**src/rtl/dmem_pkg.sv**
```systemverilog
// Shared definitions for the sized data memory: access-size codes and
// helpers for byte strobes, load lane extraction/extension and alignment.
package dmem_pkg;

    typedef enum logic [2:0] {
        F3_B  = 3'b000,
        F3_H  = 3'b001,
        F3_W  = 3'b010,
        F3_D  = 3'b011,
        F3_BU = 3'b100,
        F3_HU = 3'b101,
        F3_WU = 3'b110
    } f3_e;

    // Write strobe for one word, one bit per byte lane,
    // shifted to the addressed lane.
    function automatic logic [7:0] byte_mask(
        input logic [2:0] f3,
        input logic [2:0] lane,
        input int         w
    );
        logic [7:0] m;
        case (f3)
            F3_B, F3_BU: m = 8'h01;
            F3_H, F3_HU: m = 8'h03;
            F3_W, F3_WU: m = 8'h0F;
            default:     m = 8'hFF;
        endcase
        m = m << lane;
        if (w == 32) m[7:4] = '0;
        return m;
    endfunction

    // Pick the addressed lanes out of a word and sign/zero extend.
    function automatic logic [63:0] load_extend(
        input logic [63:0] word,
        input logic [2:0]  f3,
        input logic [2:0]  lane,
        input int          w
    );
        logic [63:0] s;
        logic [63:0] r;
        s = word >> {lane, 3'b000};
        case (f3)
            F3_B:    r = {{56{s[7]}}, s[7:0]};
            F3_H:    r = {{48{s[15]}}, s[15:0]};
            F3_W:    r = {{32{s[31]}}, s[31:0]};
            F3_D:    r = s;
            F3_BU:   r = {56'd0, s[7:0]};
            F3_HU:   r = {48'd0, s[15:0]};
            F3_WU:   r = {32'd0, s[31:0]};
            default: r = '0;
        endcase
        if (w == 32) r[63:32] = '0;
        return r;
    endfunction

    // Natural alignment check; code 111 is treated as doubleword
    // but is rejected as illegal elsewhere anyway.
    function automatic logic is_misaligned(
        input logic [2:0] f3,
        input logic [2:0] addr
    );
        logic m;
        case (f3)
            F3_H, F3_HU: m = addr[0];
            F3_W, F3_WU: m = |addr[1:0];
            F3_B, F3_BU: m = 1'b0;
            default:     m = |addr;
        endcase
        return m;
    endfunction

endpackage

```
**src/rtl/dmem_rd_pipe.sv**
```systemverilog
// LAT-deep shift register carrying {valid, fault, data} for load responses.
// Ports: clk, rst (sync, active high), in_* request side, out_* response side.
module dmem_rd_pipe #(
    parameter int LAT = 1,
    parameter int DW  = 32
) (
    input  logic          clk,
    input  logic          rst,
    input  logic          in_valid,
    input  logic          in_fault,
    input  logic [DW-1:0] in_data,
    output logic          out_valid,
    output logic          out_fault,
    output logic [DW-1:0] out_data
);

    logic [DW+1:0] sr [LAT];

    always_ff @(posedge clk) begin
        if (rst) begin
            for (int i = 0; i < LAT; i++) sr[i] <= '0;
        end else begin
            sr[0] <= {in_valid, in_fault, in_data};
            for (int i = 1; i < LAT; i++) sr[i] <= sr[i-1];
        end
    end

    assign {out_valid, out_fault, out_data} = sr[LAT-1];

endmodule

```
**src/rtl/data_memory_sized.sv**
```systemverilog
// Byte-addressed data memory with RISC-V sized loads/stores and a
// configurable-latency load pipeline.
// Ports: clk, rst, address, MemWrite, MemRead, funct3, write_data in;
//        read_data, read_valid, fault out.
module data_memory_sized
    import dmem_pkg::*;
#(
    parameter int W      = 32,
    parameter int N      = 5,
    parameter int RD_LAT = 1
) (
    input  logic         clk,
    input  logic         rst,
    input  logic [W-1:0] address,
    input  logic         MemWrite,
    input  logic         MemRead,
    input  logic [2:0]   funct3,
    input  logic [W-1:0] write_data,
    output logic [W-1:0] read_data,
    output logic         read_valid,
    output logic         fault
);

    localparam int NB    = W / 8;
    localparam int LB    = $clog2(NB);
    localparam int DEPTH = (2 ** N) / NB;
    localparam int IW    = N - LB;
    localparam bit IS32  = (W == 32);

    logic [W-1:0]  mem [DEPTH];
    logic [IW-1:0] widx;
    logic [2:0]    lane;
    logic          f3_ill;
    logic          mis;
    logic          st_bad;
    logic          ld_bad;
    logic [NB-1:0] be;
    logic [W-1:0]  wdata_sh;
    logic [W-1:0]  ld_val;
    logic          st_fault_q;
    logic          p_fault;
    logic          unused_addr;

    assign widx = address[N-1:LB];
    assign lane = 3'(address[LB-1:0]);
    assign unused_addr = ^address[W-1:N];

    assign f3_ill = (funct3 == 3'b111)
                  | (IS32 & (funct3 == F3_D))
                  | (IS32 & (funct3 == F3_WU));
    assign mis = is_misaligned(funct3, address[2:0]);

    // Stores only accept the signed-size codes.
    assign st_bad = f3_ill | funct3[2] | mis;
    // A rejected store in the same cycle poisons the load too.
    assign ld_bad = f3_ill | mis | (MemWrite & st_bad);

    assign be       = NB'(byte_mask(funct3, lane, W));
    assign wdata_sh = write_data << {lane, 3'b000};
    assign ld_val   = W'(load_extend(64'(mem[widx]), funct3, lane, W));

    // Read is sampled before the write lands: read-before-write.
    always_ff @(posedge clk) begin
        if (rst) begin
            for (int i = 0; i < DEPTH; i++) mem[i] <= '0;
            st_fault_q <= 1'b0;
        end else begin
            if (MemWrite && !st_bad) begin
                for (int b = 0; b < NB; b++) begin
                    if (be[b]) mem[widx][8*b +: 8] <= wdata_sh[8*b +: 8];
                end
            end
            st_fault_q <= MemWrite & ~MemRead & st_bad;
        end
    end

    dmem_rd_pipe #(
        .LAT (RD_LAT),
        .DW  (W)
    ) u_pipe (
        .clk       (clk),
        .rst       (rst),
        .in_valid  (MemRead),
        .in_fault  (MemRead & ld_bad),
        .in_data   ((MemRead && !ld_bad) ? ld_val : '0),
        .out_valid (read_valid),
        .out_fault (p_fault),
        .out_data  (read_data)
    );

    assign fault = p_fault | st_fault_q;

endmodule

```
**config.mk**
```make
export PLATFORM = sky130hd
export DESIGN_NAME = data_memory_sized
export DESIGN_NICKNAME = d
export VERILOG_FILES = /design/src/rtl/dmem_pkg.sv /design/src/rtl/dmem_rd_pipe.sv /design/src/rtl/data_memory_sized.sv
export SDC_FILE = /design/constraint.sdc
export NUM_CORES = 1
export LEC_CHECK = 0
export CAP_MARGIN = 30
export CORE_ASPECT_RATIO = 0.8
export CORE_MARGIN = 8
export CORE_UTILIZATION = 30
export CTS_CLUSTER_SIZE = 12
export DETAILED_ROUTE_END_ITERATION = 12
export DONT_BUFFER_PORTS = 1
export GPL_TIMING_DRIVEN = 0
export PLACE_DENSITY = 0.43
export SETUP_SLACK_MARGIN = 0.3
export SYNTH_ARGS = -nofsm -noshare
export SYNTH_HDL_FRONTEND = slang
export SYNTH_HIERARCHICAL = 1
export SYNTH_SLANG_ARGS = --single-unit
```
**constraint.sdc**
```tcl
create_clock -name clk -period 2.2 [get_ports clk]
set_input_delay 0.44 -clock clk [delete_from_list [all_inputs] [get_ports clk]]
set_output_delay 0.44 -clock clk [all_outputs]
set_load 0.02 [all_outputs]
```
Word level (Yosys, flattened, before mapping)

Memories as Yosys holds them, arrays and structs flattened.
Index checks and enable logic that the tools add are counted.

Register bits: 1
RAM bits: 290
Word-level logic and storage cells: 65
Memories: 2

Memory list:

| memory    | depth | bits a word | rd ports | clocked after Yosys merged registers in | wr ports | RTL line                | source |
|---|---|---|---|---|---|---|---|
| mem       | 8     | 32          | 1        | 0                                       | 8        | data_memory_sized.sv:30 | `logic [W-1:0] mem [DEPTH];` |
| u_pipe.sr | 1     | 34          | 1        | 0                                       | 1        | dmem_rd_pipe.sv:17      | `logic [DW+1:0] sr [LAT];` |

Eq/ne operators: 7
Shifts and indexed selects: 3
Muxes and demuxes: 28
Bitwise gates (word level): 12
Reduce and logical (&&, ||, !) cells: 12

Operators by type and width:

| kind                 | count |
|---|---|
| $pmux W32 S7         | 1 |
| $mux W32             | 2 |
| $mux W34             | 1 |
| $reduce_or A34 Y1    | 1 |
| $reduce_or A32 Y1    | 1 |
| $shl A32 B5 Y32      | 1 |
| $shr A32 B5 Y32      | 1 |
| $pmux W8 S3          | 1 |
| $mux W1              | 20 |
| $eq A3 B3 Y1 const B | 4 |
| $reduce_or A2 Y1     | 4 |
| $shl A8 B2 Y4        | 1 |
| $or A1 B1 Y1         | 7 |
| $eq A3 B2 Y1 const B | 2 |
| $and A1 B1 Y1        | 4 |
| $mux W4              | 1 |
| $eq A3 B1 Y1 const B | 1 |
| $logic_not A3 Y1     | 1 |
| $mux W3              | 1 |
| $pmux W1 S3          | 1 |
| $reduce_or A3 Y1     | 1 |
| $logic_and A1 B1 Y1  | 2 |
| $logic_not A1 Y1     | 2 |
| $not A1 Y1           | 1 |

Logic depth before layout (Yosys ltp)

Word-level depth: 12
Depth in mapped cells: 11
Gate-level depth less buffers: 6

Hierarchy

Netlist, hierarchy kept.

Modules (own cells, without submodules):

| module            | times used | cells each | area each (um^2) | seq. area each (um^2) |
|---|---|---|---|---|
| data_memory_sized | 1          | 1057       | 12893.6          | 7707.4 |
| dmem_rd_pipe      | 1          | 71         | 937.1            | 680.7 |

Least setup slack after synthesis

Ideal clock, no wire load.

Kind: input port to flip-flop
Start point: in address[0]
End point: mem mem[0][0] (enable)
Setup time: 0.309 ns
Arrival time: 2.096 ns
Required time: 1.891 ns
Slack: -0.205 ns
Cell stages on the path: 6
Buffers on the path: 2
Path through: buf_2 -> or2_2 -> or4_1 -> buf_4 -> nor4_4 -> or2_2

RTL lines:

| what               | RTL line                | source |
|---|---|---|
| start: declaration | data_memory_sized.sv:14 | `input logic [W-1:0] address,` |
| end: declaration   | data_memory_sized.sv:30 |  |

Worst setup path after layout

Start point: in address[2]
End point: mem u_pipe/sr[0][23] (netlist bit)

Cells in the longest elaborated chain, start to end: 9
Elaborated cells on any way between the ends: 13
Classes of those cells: shift: 1; mux: 4; bitwise: 4; reduce/logical: 3; memory: 1

Ends and longest elaborated chain:

| what                                                                   | RTL line                | source |
|---|---|---|
| parallel branches: the longest is 7 deep, another holds $mem_v2 Z8 W32 | n/a                     |  |
| $mux W32 *                                                             | data_memory_sized.sv:85 | `.in_data ((MemRead && !ld_bad) ? ld_val : '0),` |
| $mux W34 (no line) *                                                   | n/a                     |  |
| end: declaration                                                       | dmem_rd_pipe.sv:17      |  |

Every way passes the cells marked *.

==> flow_metrics.tcl <==
set metrics [dict create \
    status "completed" \
    grt_pass1_wl_mm 80.0 \
    yosys.area_share.simple 0.186 \
    postLayoutCoreUtil 0.393 \
    start_kind "input pin" \
    layout_commonest_cell "edfxtp_1" \
    grt_pass1_vias 10200 \
    whs_path_depth 1 \
    final_nets 1321 \
    clkTransAtPathRegs_ns 0.06 \
    synth_cell_types 70 \
    drive_above_1_share 0.347 \
    powerDensity_nw_per_um2 768 \
    p_comb_frac 0.134 \
    overflow 0 \
    numCtsBuffers 34 \
    io_pins 105 \
    synth_xor_area_frac 0.000633 \
    seq_area_frac_synth 0.606 \
    power_frac_seq 0.461 \
    vdd_drop_max_mv 0.447 \
    fmax_ghz 0.471 \
    synth_top_family_by_area "simple AND/OR/NAND/NOR gates" \
    clockBufferDepth 3 \
    async_flop_share 0 \
    drtIter0Drc 1130 \
    grt_max_degree 14 \
    clk_latency_ns 0.53 \
    leakage_uw 0.00635 \
    fin_skew_ns 0.0247 \
    root_buffer "clkbuf_16" \
    num_vias 10300 \
    sw_frac_of_total 0.263 \
    grt_setup_unrepaired "yes" \
    maxCapViolations 0 \
    synth_area_um2 13800 \
    internal_power_uw 10200 \
    worst-path-max-fanout 5 \
    synth_edf_count 256 \
    die_w_um 256 \
    drt_pass1_iterations 5 \
    cp.arrival_ns 2.57 \
    die_h_um 208 \
    postRouteWirelength_mm 57.7 \
    ant_nets 0 \
    synthMuxAreaShare 0.0835 \
    synth_cells 1128 \
    core_area_um2 45600 \
    area_growth_pct 29.8 \
    htree_levels 2 \
    port_buffers 0 \
    tritoncts "done" \
    ys_ff_latch 291 \
    fin_crit_sh 0.964 \
    initial_core_util 0.303 \
    fin_crit_ns 2.12 \
    ys.flop_type "edfxtp_1" \
    final_cell_mix "edfxtp_1 (256), nor2_1 (229), and2_1 (68), buf_4 (68), clkbuf_16 (36)" \
    place_area_um2 15000 \
    gr-usage-all-layers 0.209 \
    ys_warn_count 6 \
    maxSlewHeadroom 0.378 \
    rr_worst_depth 8 \
    synth_compound_area_frac 0.0924 \
    synthAdderAreaFrac 0 \
    endpoint_kind "register" \
    clock_sinks 291 \
    hp-class "input pin to register" \
    slew_viol_final 0 \
    synth_area_per_cell_um2 12.3 \
    dieArea_um2 53300 \
    worstMarginPinSlew_ns 0.934 \
    fin_area_um2 18000 \
    drc_errors 0 \
    p_clk_frac 0.405 \
    synth.net_count 1199 \
    avgViaCountPerCell 5.46 \
    rows 70 \
    dp_hpwl_mm 39.6 \
    antenna_found_initial 8 \
    post_drt_wl_per_cell_um 30.6 \
    critical_path_class "input pin to register" \
    required_ns 2.65 \
    fin_tns_setup_ns 0 \
    hold_violations 0 \
    setup_violations 0 \
    gp_congestion 0.881 \
    power.switching_uw 3630 \
]
## state kept, by name, indices dropped and copies added (netlist names)
register,cells
mem,256
st_fault_q,1
u_pipe/sr,34
## final cells by class
| type | count | area (um2) |
|---|---|---|
| tap | 612 | 766 |
| fill | 4325 | 27700 |
| clock buffer | 46 | 970 |
| timing repair buffer | 86 | 848 |
| multi-input combinational | 768 | 6100 |
| inverter | 6 | 37.5 |
| buffer | 63 | 737 |
| clock inverter | 14 | 100 |
| antenna | 2 | 5.00 |
| sequential | 291 | 8390 |
## power groups by stage
stage / registers (uW) / logic [uW] / clock network, uW
6_report: 6360 / 1840 / 5590
5_1_grt: 6380 / 1900 / 5850
4_1_cts: 6360 / 1720 / 5660
3_5_place_dp: 6470 / 1420 / 0
3_3_place_gp: 6460 / 1410 / 0
2_1_floorplan: 6430 / 846 / 0
## per-layer routing
metal / GRT usage / part of all wire
met5: 0 / 0.00062
met4: 0.0505 / 0.023
met3: 0.0635 / 0.096
met2: 0.299 / 0.42
met1: 0.305 / 0.46
## metrics by stage
step	total power (uW)	worst slack (ns)	hold WS, ns	cells
floorplan	7280	-0.126	0.519	1128
global placement	7870	-1.23	0.533	1740
detailed placement	7890	-1.15	0.530	1747
CTS	13700	0.0465	0.0332	1862
global route	14100	0.0214	0.0338	1888
finish	13800	0.0783	0.0536	1888
## cells in the mapped netlist, types with 7 or more instances
cell type	number	area (um2)
a31oi_1	12	75.1
or2_2	10	62.6
nor2b_1	37	231
mux2_2	36	405
and2_1	68	425
a221oi_1	20	175
a22oi_1	20	150
nor3_1	7	35.0
nand2_1	42	158
buf_6	13	146
o221ai_1	9	78.8
o22ai_1	12	75.1
nor2_1	236	886
nand3b_1	10	75.1
nand2b_1	35	219
o21ai_0	14	70.1
buf_2	12	60.1
buf_4	15	113
a21oi_1	38	190
mux4_2	11	248
dfxtp_1	35	701
mux2i_1	46	460
a221o_1	11	110
nand2_2	7	43.8
nand3_1	9	45.0
clkbuf_1	17	63.8
edfxtp_1	256	7690
## timing repair
item	4_1_cts	5_1_grt
setup endpoints to repair	461	162
hold buffers	1	0
hold endpoints to repair	1	0
buffers inserted	50	23
resized for setup	199	49
gates cloned	4	1
pin swaps	36	21
## cell families (layout without fill, tap and decap cells)
group / after synthesis / count (layout)
and+or+nand+nor: 499 / 499
DFF: 291 / 291
AOI/OAI and AO/OA: 172 / 172
muxes: 96 / 96
buffers and inverters: 69 / 215
xor gates and xnor gates: 1 / 1
other: 0 / 2
## critical path: stages
cell      delay [ns]
buf_16          0.12
and3b_1         0.16
clkbuf_1        0.53
a22oi_1         0.21
a31oi_2         0.36
o41ai_4         0.12
buf_6           0.16
buf_6           0.13
a31oi_1         0.13
nor2b_1         0.19
## worst paths after layout
path	end	slack, ns	from
hold / removal	u_pipe/sr[0][33]	0.05	MemRead
setup / recovery	u_pipe/sr[0][23]	0.08	address[2]
hold reg to reg	u_pipe/sr[0][3]	0.88	mem[1][3]
setup reg to reg	u_pipe/sr[0][31]	0.09	mem[6][7]
Note: power is estimated with default switching activity, not from simulation.
